[config.mk]
export PLATFORM = sky130hd
export DESIGN_NAME = reg_file
export DESIGN_NICKNAME = d
export VERILOG_FILES = /design/src/rtl/reg_file.sv
export SDC_FILE = /design/constraint.sdc
export NUM_CORES = 1
export LEC_CHECK = 0
export BUFFER_PORTS_ARGS = -buffer_cell sky130_fd_sc_hd__buf_2
export CORE_UTILIZATION = 25
export DETAILED_ROUTE_END_ITERATION = 6
export SKIP_LAST_GASP = 1
export SYNTH_ARGS = -nofsm -noshare
export SYNTH_HDL_FRONTEND = slang
export SYNTH_SLANG_ARGS = --single-unit
[constraint.sdc]
create_clock -name clk -period 18.7 [get_ports clk]
set_clock_uncertainty 0.05 [all_clocks]
set_input_delay 3.74 -clock clk [delete_from_list [all_inputs] [get_ports clk]]
set_output_delay 3.74 -clock clk [all_outputs]
set_load 0.01 [all_outputs]
[src/rtl/reg_file.sv]
// Architectural register file with two bypassed read ports, a return-PC
// register and a per-register busy scoreboard for read-after-write stalls.
module reg_file #(
    parameter int DATA_W = 16,
    parameter int ADDR_W = 4
) (
    input  logic              clk,
    input  logic              rst,
    input  logic              we,
    input  logic [ADDR_W-1:0] wb_addr,
    input  logic [DATA_W-1:0] wb,
    input  logic              ret_we,
    input  logic [DATA_W-1:0] nxt_ret_PC,
    input  logic [ADDR_W-1:0] rs1_addr,
    input  logic [ADDR_W-1:0] rs2_addr,
    output logic [DATA_W-1:0] rs1_data,
    output logic [DATA_W-1:0] rs2_data,
    output logic [DATA_W-1:0] ret_PC,
    input  logic              issue_we,
    input  logic [ADDR_W-1:0] issue_addr,
    output logic              hazard
);

    localparam int NREG = 1 << ADDR_W;

    logic [DATA_W-1:0] regs_q [NREG];
    logic [DATA_W-1:0] regs_d [NREG];
    logic [NREG-1:0]   busy_q;
    logic [NREG-1:0]   busy_d;
    logic [DATA_W-1:0] ret_pc_q;
    logic [DATA_W-1:0] ret_pc_d;

    logic rs1_hit;
    logic rs2_hit;

    always_comb begin
        regs_d = regs_q;
        if (we) begin
            regs_d[wb_addr] = wb;
        end
    end

    // Clear first so a same-address issue (the newer producer) wins.
    always_comb begin
        busy_d = busy_q;
        if (we) begin
            busy_d[wb_addr] = 1'b0;
        end
        if (issue_we) begin
            busy_d[issue_addr] = 1'b1;
        end
    end

    always_comb begin
        ret_pc_d = ret_we ? nxt_ret_PC : ret_pc_q;
    end

    always_ff @(posedge clk or posedge rst) begin
        if (rst) begin
            for (int i = 0; i < NREG; i++) begin
                regs_q[i] <= '0;
            end
            busy_q   <= '0;
            ret_pc_q <= '0;
        end else begin
            regs_q   <= regs_d;
            busy_q   <= busy_d;
            ret_pc_q <= ret_pc_d;
        end
    end

    always_comb begin
        rs1_hit  = we && (wb_addr == rs1_addr);
        rs2_hit  = we && (wb_addr == rs2_addr);
        rs1_data = rs1_hit ? wb : regs_q[rs1_addr];
        rs2_data = rs2_hit ? wb : regs_q[rs2_addr];
        hazard   = (busy_q[rs1_addr] && !rs1_hit) ||
                   (busy_q[rs2_addr] && !rs2_hit);
    end

    assign ret_PC = ret_pc_q;

endmodule

# [Word level (Yosys, flattened, before mapping)]
# Cells that the tools add are included.
[totals] inputBits=53 reg_bits=288 elab_cells=67 out_inout_bits=49
[classes] n_bitwise=6 mux=21 eq_ne=2 n_reduce_logical=10 n_lt_le_gt_ge=10
[op_table] cell="$bwmux W256" count=1
[op_table] cell="$mux W16" count=9
[op_table] cell="$bmux W16 S4" count=2
[op_table] cell="$demux W16 S4" count=1
[op_table] cell="$lt A4 B5 Y1 const B" count=4
[op_table] cell="$and A16 B16 Y16" count=1
[op_table] cell="$not A16 Y16" count=1
[op_table] cell="$or A16 B16 Y16" count=1
[op_table] cell="$ge A5 B5 Y1 const B" count=3
[op_table] cell="$not A4 Y5" count=3
[op_table] cell="$bmux W1 S4" count=2
[op_table] cell="$demux W1 S4" count=2
[op_table] cell="$eq A4 B4 Y1" count=2
[op_table] cell="$ge A4 B1 Y1 const B" count=2
[op_table] cell="$logic_and A1 B1 Y1" count=7
[op_table] cell="$lt A5 B1 Y1 const B" count=1
[op_table] cell="$mux W1" count=4
[op_table] cell="$logic_not A1 Y1" count=2
[op_table] cell="$logic_or A1 B1 Y1" count=1

# [Depth between registers and ports, before layout]
# Gate-level depths: netlist of the first run.
[logic_depth] depth_word=9 depth_mapped=7 depth_no_buf=4

# [Least setup slack after synthesis of the first run]
# No wires, ideal clock.
[synth_timing] path_type="input -> output" startpoint="in rs1_addr[0]" endpoint="out rs1_data[10]" required_ps=14910 cell_stages=6 arrival_ps=5198 setup_slack_ps=9712 n_path_buf=2 cell_sequence="buf_2 buf_2 mux4_2 mux2i_1 mux2i_1 mux2_2"
[synth_between] elab_chain_len=5 elab_cells_between_ends=7 cone_classes="1 x eq/ne; 4 x mux; 1 x bitwise; 1 x reduce/logical"
[synth_rtl] item="start, declared" line_no="14" rtl="input logic [ADDR_W-1:0] rs1_addr,"
[synth_rtl] item="$not A4 Y5 (not written as such)" line_no="75" rtl="rs1_data = rs1_hit ? wb : regs_q[rs1_addr];"
[synth_rtl] item="$bmux W16 S4" line_no="75"
[synth_rtl] item="$mux W16 (not written as such) (2 in a row)" line_no="75"
[synth_rtl] item="$mux W16 (*)" line_no="75"
[synth_rtl] item="end, declared" line_no="16" rtl="output logic [DATA_W-1:0] rs1_data,"
# Mark *: on every way between the ends. The rest lies on a longest branch, timed or not. The select of a mux whose other input is x is not followed.

# [Final worst setup path of the first run]
[layout_timing] startpoint="in rs2_addr[1]" endpoint="out rs2_data[11]"
[layout_between] elab_chain_len=5 elab_cells_between_ends=7 cone_classes="1 x eq/ne; 4 x mux; 1 x bitwise; 1 x reduce/logical"
[layout_rtl] item="start, declared" line_no="15" rtl="input logic [ADDR_W-1:0] rs2_addr,"
[layout_rtl] item="$not A4 Y5 (not written as such)" line_no="76" rtl="rs2_data = rs2_hit ? wb : regs_q[rs2_addr];"
[layout_rtl] item="$bmux W16 S4" line_no="76"
[layout_rtl] item="$mux W16 (not written as such) (2 in a row)" line_no="76"
[layout_rtl] item="$mux W16 (*)" line_no="76"
[layout_rtl] item="end, declared" line_no="17" rtl="output logic [DATA_W-1:0] rs2_data,"
# Marked as above.

==> results of run 1 <==
how the worst max path moves through the flow:
| stage | start | to | slack (ns) | cells after the start |
|---|---|---|---|---|
| 5_1_grt | rs2_addr[1] | rs2_data[11] | 8.24 | 8 |
| 2_1_floorplan | rst | busy_q[0] | 6.96 | 1 |
| 3_5_place_dp | rs2_addr[1] | rs2_data[11] | 8.31 | 8 |
| 6_report | rs2_addr[1] | rs2_data[11] | 8.33 | 8 |
| 3_3_place_gp | rs2_addr[1] | rs2_data[11] | 8.30 | 8 |
| 4_1_cts | rs2_addr[1] | rs2_data[11] | 8.30 | 8 |
power breakdown:
group / internal [uW] / switching [uW]
combinational: 292 / 184
sequential: 765 / 97.3
clock: 330 / 252
total: 1390 / 533
area by class of cell:
type                            count  area (sq um)
Clock inverter                     11          91.3
Clock buffer                       41           852
Inverter                            4          22.5
Fill cell                        6214         44000
Multi-Input combinational cell    622          8070
Timing Repair Buffer              122           673
Sequential cell                   288          7210
Tap cell                          837          1050
per-stage QoR:
step	setup WS, ns	utilization (%)
after floorplan	6.96	-
after global placement	8.30	27.5
after detailed placement	8.31	27.5
after CTS	8.30	29.0
after global routing	8.24	29.0
final	8.33	29.0
flip-flops by register name, summed over array words and instances, names as in the netlist:
signal and count:
regs_q 256, busy_q 16, ret_PC 16
cell usage after synthesis (all sizes together) (4+ instances only):
master,instances
mux2,304
dfrtp,288
mux4,136
mux2i,97
buf,71
clkbuf,23
o21ai,16
nand2,13
nor2,11
nand3b,8
xor2,6
nand2b,5
nand3,5
inv,4
kinds of logic after synthesis:
family | after synthesis | synth area share [%]
xor+xnor | 8 | 0.446
buf+inv | 98 | 3.10
flops | 288 | 45.8
simple gates | 53 | 2.23
compound gates | 24 | 0.947
mux | 537 | 47.4
per-layer routing:
metal  vias up  GRT usage [%]  part of all wire (%)
met4         2           4.16                   2.5
met5         -              0                 0.029
met2       208           21.7                    48
li1       4010              -                     -
met1      5128           18.1                    45
met3        54           2.39                   4.9
critical path, delay by kind of cell:
kind | cells | cell delay [ns]
and+or+nand+nor | 2 | 0.99
buffers and inverters | 4 | 1.25
muxes | 1 | 0.36
xor gates and xnor gates | 1 | 0.19
==> results list, run 1 <==
- Outcome: complete, no violations
- Transition time of the tightest slew-check pin: approximately 1.2 ns
* CTS-repair resized insts: 0
* Min-Delay Startpoint: ret_PC[6]
- After technology mapping, the gate count stands at between 1000 and 1500.
- Endpoint of the lowest-slack register-to-register path: regs_q[153]
- Leaving out fill and tap cells, the most frequent cell in the layout is sky130_fd_sc_hd__mux2_2.
* Clock Tree Root: sky130_fd_sc_hd__clkbuf_16
- Time the final worst path needs with I/O delays and setup: 10.37 ns
- Number of nets in the layout: 1121
- F_max: 0.0964 GHz
- Row cnt: 91
- Hold Worst Slack: 0.450 ns
* Max-slew violation count: 0
- Of all flip-flops after synthesis, the portion carrying an async set or reset was 100%.
- For this run, the number of Yosys warnings is 0.
* Min-Delay Endpoint: ret_PC[6]
* Post-route total power: about 1900 uW
- Crit-path slowest cell: sky130_fd_sc_hd__nor4_4
* Number of iterations in the first detailed-routing pass: 5
- Count of max-cap constraint violations: 0
- Clock Sinks: 288
* Global route overflow: 0
- The worst pin sits at a relative slew slack of 22.2%.
- In this run the register-to-register setup slack is 17.85 ns.
- Type of the worst setup path: in -> out
* Vias in the first global route: approximately 10000
- Initial antenna violation count: 1
- Power density relative to cell area: 107 nW/um^2
* Sequential fraction of the synthesis area: a little under half
* Initial Util: approximately a quarter
- Worst setup EP type: output port
* First-pass GRT wire length: 64.3 mm
* Static leakage power: 0.00745 uW
- Summing all placed instances gives a cell area of 17000 sq um.
- VDD sags by at most 0.0000815 V.
- The synthesized design spends more area on one cell type than any other, namely sky130_fd_sc_hd__dfrtp_1.
* Fraction of final layout cells with drive strength greater than 1: between 50% and 60%
- The detailed router finished its first iteration with 542 violations.
- Final design instance area without fill: 18000 sq um
- Class of the worst hold path: reg -> reg
* Reg-to-Reg Start: regs_q[153]
- Final cell count without fillers: 1925
* Vias/cell: 4.88
- In this run, placement finished with an instance count of approximately 1900.
* Data arrival at the endpoint of the critical path: between 6 and 7 ns
- Share of the synthesized area in the top cell type: 45.8%
* Die outline area: around 64000 sq um
- Post-CTS Repair Setup Buffers: 0
* Max incr delay on CP: a little under 0.9 ns
* Worst hold path stage count: 1
- Clock-pin slew was measured on the worst setup and hold paths at 0.06 ns.
- Total global routing track utilization: 13.4%
* Last weighted congestion value of the routability-driven placer: 0.759
- Average wire length per cell after detail routing: 21.9 um
- Port buffering added 101 buffers.
* Final cycle utilization of the critical path: 55.5%
* Count of different cell masters after synthesis: 33
- EDFF count, synth: 0
- The die is ~250 um wide.
- After synthesis the netlist holds a flip-flop and latch count of 288.
- Once detail routing completed, the nets flagged for antenna violations numbered 0.
* Core region area: 61900 sq um
- Net count of the mapped netlist: 1061
- Counting along the longest clock path gives a buffer depth of 3.
* Number of setup violations in the final report: 0
- Clock tree from TritonCTS: yes
- Number of endpoints with negative hold slack in the final report: 0
- The routed layout has 9402 vias.
* Pin count of the biggest net entering global routing: 80
- Leaving out fill and tap cells, the most frequent cells in the layout are 304 x sky130_fd_sc_hd__mux2_2, 288 x sky130_fd_sc_hd__dfrtp_1, 136 x sky130_fd_sc_hd__mux4_2.
- Adding up every negative setup slack in the final design gives 0 ns.
- After detailed routing, the number of remaining DRC violations is 0.
- Counting cells, the worst reg-to-reg path comes to 1.
* CTS H-tree depth: 1
* Layout Area Growth over Synthesis: 14.2%
- The wire-length estimate of the detail-placed layout is 25.5 mm.
* CTS buffer count: 30
- The die is roughly 250 um tall.
- For this run, the leading register cell type out of synthesis is sky130_fd_sc_hd__dfrtp_1.
- After synthesis, the cell types taking the most area are sky130_fd_sc_hd__dfrtp_1 46%, sky130_fd_sc_hd__mux2_2 22%, sky130_fd_sc_hd__mux4_2 19%, sky130_fd_sc_hd__mux2i_1 6.2%, sky130_fd_sc_hd__buf_2 1.7%.
- Critical path, cell by cell: buf_2, buf_4, xnor2_1, nand2_1, nor4_4, buf_4, mux2_2, buf_2
* Max FO, Critical Path: 36
- Count of antenna diodes in the layout: 0
* Data required time at the worst endpoint: between 10 and 15 ns
- between 100 and 150 I/O pins were placed.
- Number of hold buffers added after CTS: 0
- Total length of routed wires: 42.1 mm
- RSZ-0062 raised after global routing: false
- The worst setup path is launched from an input pin.
* Average size of a mapped cell: between 15 and 20 sq um
- After synthesis the cells add up to 15700 sq um.
- For the worst-skew pair, the clock arrives at the later sink with an insertion delay of 0.57 ns.
Note: power is estimated with default switching activity, not from simulation.
==> run 2: changes to the inputs <==
==> constraint.sdc (replaced) <==
create_clock -name clk -period 10.5 [get_ports clk]
set_clock_uncertainty 0.05 [all_clocks]
set_input_delay 2.1 -clock clk [delete_from_list [all_inputs] [get_ports clk]]
set_output_delay 2.1 -clock clk [all_outputs]
set_load 0.01 [all_outputs]
==> run 2 against run 1 <==
Compared with the run above: final cell count is essentially flat; sequential power grew 79%; largest cell class unchanged; critical path type unchanged; clock-buffer cell count shrank 3; highest routed layer unchanged; first-iteration DRC count shrank 17%.
==> results list, run 2 (synthesis results as in run 1) <==
* Outcome: complete, no violations
- The routed design has 42.2 mm of wire.
- Of the total power, registers draw 43.9%.
* Worst voltage drop across the vdd grid: 0.000135 V
- Max-slew headroom at the worst pin: 20.8%
- Once the floorplan was initialized, standard cells occupied 25.4% of the core.
* Die height: 253 um
- The floorplan step set the die width to ~250 um.
* Global route overflow: 0
- Last weighted congestion value of the routability-driven placer: about 0.74
* Min-Delay Endpoint: ret_PC[4]
- The first global-routing pass estimated 65.6 mm of wire.
- Data arrives at the worst endpoint at 4.98 ns.
- Vias in the first global route: 10218
- Prior to clock tree synthesis, the placed netlist has a worst setup slack of 3.41 ns.
- Initial antenna violation count: 5
- The critical path is of the in -> out type.
* Area of the multi-input gates: roughly 8100 sq um
- The count of nets left with antenna violations once routing finished came out at 0.
- Category of cells accounting for the largest share of critical-path delay: buffers and inverters
* Most common cell after layout, fill and taps aside: sky130_fd_sc_hd__mux2_2
- Transition time of the tightest slew-check pin: 1.18 ns
- Number of nets in the layout: roughly 1100
- Top library cells by usage in the layout, fill and taps aside: 304 x sky130_fd_sc_hd__mux2_2, 288 x sky130_fd_sc_hd__dfrtp_1, 136 x sky130_fd_sc_hd__mux4_2
* Max FO, Critical Path: 36
- Relative to the synthesized area, the layout overhead comes to 14.8%.
- Count of max-cap constraint violations: 0
- Clock tree from TritonCTS: yes
- In the final layout, the share of cells above drive strength 1 is about 58%.
- Maximum buffer depth of the clock tree: 3
* Switching part of the total power: 27.4%
* Worst hold path stage count: 1
* Total global routing track utilization: 13.6%
- Number of setup violations in the final report: 0
- 0 antenna diodes ended up in the layout.
- The floorplan step defined a die boundary enclosing between 60000 and 70000 sq um.
* Clock network power share: 32.0%
- Power density relative to cell area: 194 nW/um^2
- Io pins: 102
- After clock tree synthesis, the clock-pin slew on the worst setup and hold paths is 0.06 ns.
- The worst register-to-register path has a setup slack of 9.65 ns.
* Max-slew violation count: 0
- In this run the critical register-to-register path is captured at regs_q[236].
* Min-Delay Startpoint: ret_PC[4]
- The layout has 6212 filler cells.
- After detailed routing, the number of vias per cell comes to ~4.8.
* Data required time at the worst endpoint: 8.35 ns
- Worst setup EP type: output port
- The critical path contains buffers and inverters numbering 4 combined.
- Post-CTS repair changed the size of 0 cells.
- Reg with most FFs: regs_q
- The worst setup path is launched from an input pin.
- Reg-to-Reg Start: regs_q[236]
- After layout, the minimum clock period comes to between 7 and 8 ns.
- Average wire length per cell after detail routing: 21.9 um
* Static leakage power: 0.00747 uW
- Number of flip-flops under the largest register name: 256
- Part of the total power dissipated in combinational logic: 24.2%
* Accumulated negative setup slack: 0 ns
- Clock Tree Root: sky130_fd_sc_hd__clkbuf_16
- Timing would allow up to roughly 0.14 GHz.
- Row cnt: 91
* Final cycle utilization of the critical path: between 60% and 70%
- Number of endpoints with negative hold slack in the final report: 0
- The later pin in the worst-skew pair is clocked with a latency of 0.56 ns.
- CTS H-tree depth: 1
* Critical path, cell by cell: buf_2, buf_4, xnor2_1, nand2_1, nor4_4, buf_4, mux2_2, buf_2
- The largest individual stage delay along the critical path comes from the cell sky130_fd_sc_hd__nor4_4.
- The first detailed-routing pass took 4 iterations.
- For this run, design rule violations remaining after detail routing come to 0.
- Internal Dissipation: 2540 uW
- The count of buffers added on input and output ports is between 100 and 150.
* Half-perimeter wire length after detailed placement: roughly 26 mm
- Register area: roughly 7200 sq um
- Overall power consumption after layout is estimated at 3500 uW.
- Pin count of the biggest net entering global routing: 94
* RSZ-0062 raised after global routing: false
* Class of the worst hold path: reg -> reg
* Via Count: 9228
- Core region area: about 62000 sq um
- Number of hold buffers added after CTS: 0
- Across all setup checks in the final design, the least slack found is 3.37 ns.
* Logic depth of the worst register-to-register path: 1
- In this run the power spent charging and discharging nets is 958 uW.
* Drt first-iter violations: 452
- On the worst path, the slowest cell contributes a delay of 0.89 ns.
- Clock Sinks: 288
- TritonCTS created 30 clock buffers.
- Post-CTS Repair Setup Buffers: 0
-- run 2: cell types whose count changed in the layout (fill, tap and decap cells not counted), sizes merged --
cell / before / now
inv: 4 / 5
clkinvlp: 0 / 1
clkinv: 10 / 8
bufinv: 1 / 4
buf: 122 / 121
clkbuf: 41 / 38
-- run 2: through the flow --
| stage | instances | util [%] | hold WS [ns] | cell area [sq um] |
|---|---|---|---|---|
| detailed placement | 1872 | 27.5 | 0.440 | 17000 |
| floorplan | 1008 | - | 0.409 | 15700 |
| CTS | 1924 | 29.1 | 0.456 | 18000 |
| finish | 1924 | 29.1 | 0.451 | 18000 |
| global route | 1924 | 29.1 | 0.476 | 18000 |
| global placement | 1872 | 27.5 | 0.435 | 17000 |
-- run 2: layout make-up --
cell class | count | area share [%]
multi-input cells | 622 | 44.7
inverters | 4 | 0.125
clock buffers | 38 | 4.67
flip-flops and latches | 288 | 39.9
well taps | 837 | 5.80
clock inverters | 14 | 1.06
repair buffers | 121 | 3.69
-- run 2: per-layer routing --
| layer | up-vias | global-route usage, % | share of wire [%] |
|---|---|---|---|
| met5 | - | 0 | 0.19 |
| met4 | 10 | 3.64 | 2.1 |
| met3 | 64 | 2.38 | 4.4 |
| met2 | 161 | 22.3 | 49 |
| met1 | 4999 | 18.3 | 45 |
| li1 | 3994 | - | - |
-- run 2: worst max path at each step --
stage	start	to	slack, ns	cells past startpoint
CTS	rs2_addr[1]	rs2_data[14]	3.41	8
global route	rs2_addr[1]	rs2_data[14]	3.34	8
finish	rs2_addr[1]	rs2_data[14]	3.37	8
global placement	rs2_addr[1]	rs2_data[11]	3.44	8
floorplan	rst	busy_q[0]	0.40	1
detailed placement	rs2_addr[1]	rs2_data[14]	3.41	8
-- run 2: power by group through the flow --
stage / clock network (uW) / logic (uW) / registers (uW)
after global routing: 1190 / 922 / 1580
after detailed placement: 0 / 864 / 1550
after global placement: 0 / 843 / 1530
after floorplan: 0 / 669 / 1500
final: 1120 / 847 / 1540
after CTS: 1150 / 865 / 1530
==> run 3: changes to the inputs <==
==> constraint.sdc (replaced) <==
create_clock -name clk -period 6.4 [get_ports clk]
set_clock_uncertainty 0.05 [all_clocks]
set_input_delay 1.28 -clock clk [delete_from_list [all_inputs] [get_ports clk]]
set_output_delay 1.28 -clock clk [all_outputs]
set_load 0.01 [all_outputs]
==> run 3 against run 2 <==
Compared with the run above: final area increased by 0.53%; sequential power is 64% higher; setup slack got worse by 1.8 ns; power increased by 63%; routed wire length grew 1.6%; worst hold slack lost 0.00069 ns; die area is the same; register-to-register slack worse by 4.1 ns; critical endpoint is now rs1_data[5].
==> results list, run 3 (synthesis results as in run 1) <==
- Initial antenna violation count: 12
* Clock tree from TritonCTS: yes
- The max-slew violation count came to 0.
- For the final routed database, the setup TNS stands at 0 ns.
* Max FO, Critical Path: 32
* Number of hold buffers added after CTS: 0
* Final cycle utilization of the critical path: 75.1%
- The first detailed-routing pass ran for 5 iterations.
* Layout Area Growth over Synthesis: 15.4%
- Reg-to-Reg Start: regs_q[93]
- Drt first-iter violations: 516
* Worst voltage drop across the vdd grid: 0.000214 V
* Number of endpoints with negative hold slack in the final report: 0
- The flow ran to the end, and the final reports show no timing, DRC or antenna violations.
- The critical path is of the in -> out type.
- The top cell types in the final layout, fill and taps aside, are 304 x sky130_fd_sc_hd__mux2_2, 288 x sky130_fd_sc_hd__dfrtp_1, 136 x sky130_fd_sc_hd__mux4_2.
- After detailed placement, the design holds a cell count of approximately 1900.
- Average wire length per cell after detail routing: 22.1 um
* Number of buffers and inverters on the critical path: 3
- Total global routing track utilization: 13.6%
- Fill cells in the final layout number between 6000 and 7000.
- DIE WIDTH: 253 um
- Half-perimeter wire length after detailed placement: between 20 and 30 mm
- Across all register-to-register paths, the minimum setup slack is 5.53 ns.
* Global route overflow: 0
- Fin util: 29.3%
- After detailed routing, the total wire length is 42.8 mm.
- In this run the tool buffered the top-level ports with 101 buffer cells.
- CP Launch Point: rs1_addr[3]
- On the critical path, the stage with the largest delay is an instance of sky130_fd_sc_hd__mux4_2.
- Vias/cell: a little under 5
* Pre-CTS WS: 1.54 ns
- The clock period could shrink to a little under 5 ns.
* Clock input transition at the sequential cells of the worst setup and hold paths: 0.06 ns
- The clock net in this run drives a total of approximately 290 sinks.
- The signal on the critical path passes through buf_4, buf_4, mux4_2, mux2i_1, mux2i_1, mux2_2, buf_2.
* Last weighted congestion value of the routability-driven placer: 0.741
- Setup slack closes at 1.59 ns.
- Reg with most FFs: regs_q
- The die is 253 um tall.
* Data arrival at the endpoint of the critical path: 3.48 ns
- Excluding fillers, the count of instances in the completed layout stands at 1937.
* Row cnt: 91
- In this design, the largest share of critical-path delay is due to multiplexers.
* Max-slew headroom at the worst pin: roughly 34%
- Number of setup violations in the final report: 0
* Fraction of final layout cells with drive strength greater than 1: 57.4%
* Static leakage power: 0.00752 uW
* Number of flip-flops under the largest register name: roughly 260
* Max incr delay on CP: 0.53 ns
- Core region area: 61900 sq um
- Logic depth of the worst register-to-register path: 1
* Data required time at the worst endpoint: approximately 5 ns
* Power density relative to cell area: 315 nW/um^2
* Vias in the first global route: a little over 10000
- At the pin with the least slew margin, the transition time is 0.984 ns.
* CTS H-tree depth: 1
- RSZ-0062 raised after global routing: false
- In this run the remaining antenna-violating nets after routing total 0.
- The number of setup buffers added after CTS is 0.
- In this run, post-CTS repair resized a total of 0 instances.
- The longest clock path from root to sink contains 3 buffers.
- The worst setup path is captured at an output port.
- Clock tree synthesis inserted a total of 30 buffers.
- For this run, design rule violations remaining after detail routing come to 0.
* Endpoint of the lowest-slack register-to-register path: regs_q[93]
* CP startpoint kind: input pin
- Class of the worst hold path: reg -> reg
- Levels on crit path: 7
- Derived from the worst setup path, the maximum achievable clock frequency is 0.208 GHz.
- Total power for the finished layout comes to 5710 uW.
* Insertion delay of the later-clocked pin in the worst-skew pair: 0.56 ns
* Count of max-cap constraint violations: 0
- Most common cell after layout, fill and taps aside: sky130_fd_sc_hd__mux2_2
- Clock Tree Root: sky130_fd_sc_hd__clkbuf_16
* Die outline area: approximately 64000 sq um
- The initial utilization of the core area, before any placement, comes to 25.4%.
- Entering global routing, the biggest net connects roughly 150 pins.
* Via Count: 9402
- The critical path ends at rs1_data[5].
- First-pass GRT wire length: 65.1 mm
- Io pins: 102
- Number of nets in the layout: around 1100
[run 3: worst min-delay path, stage by stage (launching register included)]
cell and delay [ns]:
sky130_fd_sc_hd__dfrtp_1 0.36, sky130_fd_sc_hd__nand2_1 0.06, sky130_fd_sc_hd__o31ai_1 0.05
[run 3: through the flow]
step           hold WS, ns  cell area, sq um
4_1_cts              0.452             18100
6_report             0.450             18100
2_1_floorplan        0.409             15700
3_3_place_gp         0.431             17100
3_5_place_dp         0.438             17100
5_1_grt              0.480             18100
[run 3: area by class of cell]
class,instances,area [sq um],area share (%)
Clock buffer,45,868,4.79
Clock inverter,8,121,0.669
Multi-Input combinational cell,622,8060,44.4
Sequential cell,288,7210,39.7
Antenna cell,2,5.00,0.0276
Tap cell,837,1050,5.77
Inverter,4,18.8,0.103
Timing Repair Buffer,131,816,4.50
[run 3: report_power, final]
part	internal (uW)	leakage [uW]	switching, uW	total, uW
sequential	2230	0.00352	289	2520
clock	1050	0.000481	735	1790
combinational	859	0.00352	544	1400
[run 3: routing by layer]
layer | up-vias | wire (um) | global-route usage [%]
li1 | 4018 | - | -
met1 | 5027 | 17700 | 17.1
met2 | 238 | 20700 | 22.5
met3 | 99 | 2600 | 3.16
met4 | 20 | 1710 | 5.54
met5 | - | 123 | 0
[run 3: worst min-delay path by stage]
stage	startpoint	endpoint	slack, ns	cells past startpoint
CTS	busy_q[4]	busy_q[4]	0.45	2
global route	busy_q[8]	busy_q[8]	0.48	2
floorplan	busy_q[12]	busy_q[12]	0.41	2
global placement	busy_q[4]	busy_q[4]	0.43	2
finish	busy_q[4]	busy_q[4]	0.45	2
detailed placement	busy_q[4]	busy_q[4]	0.44	2
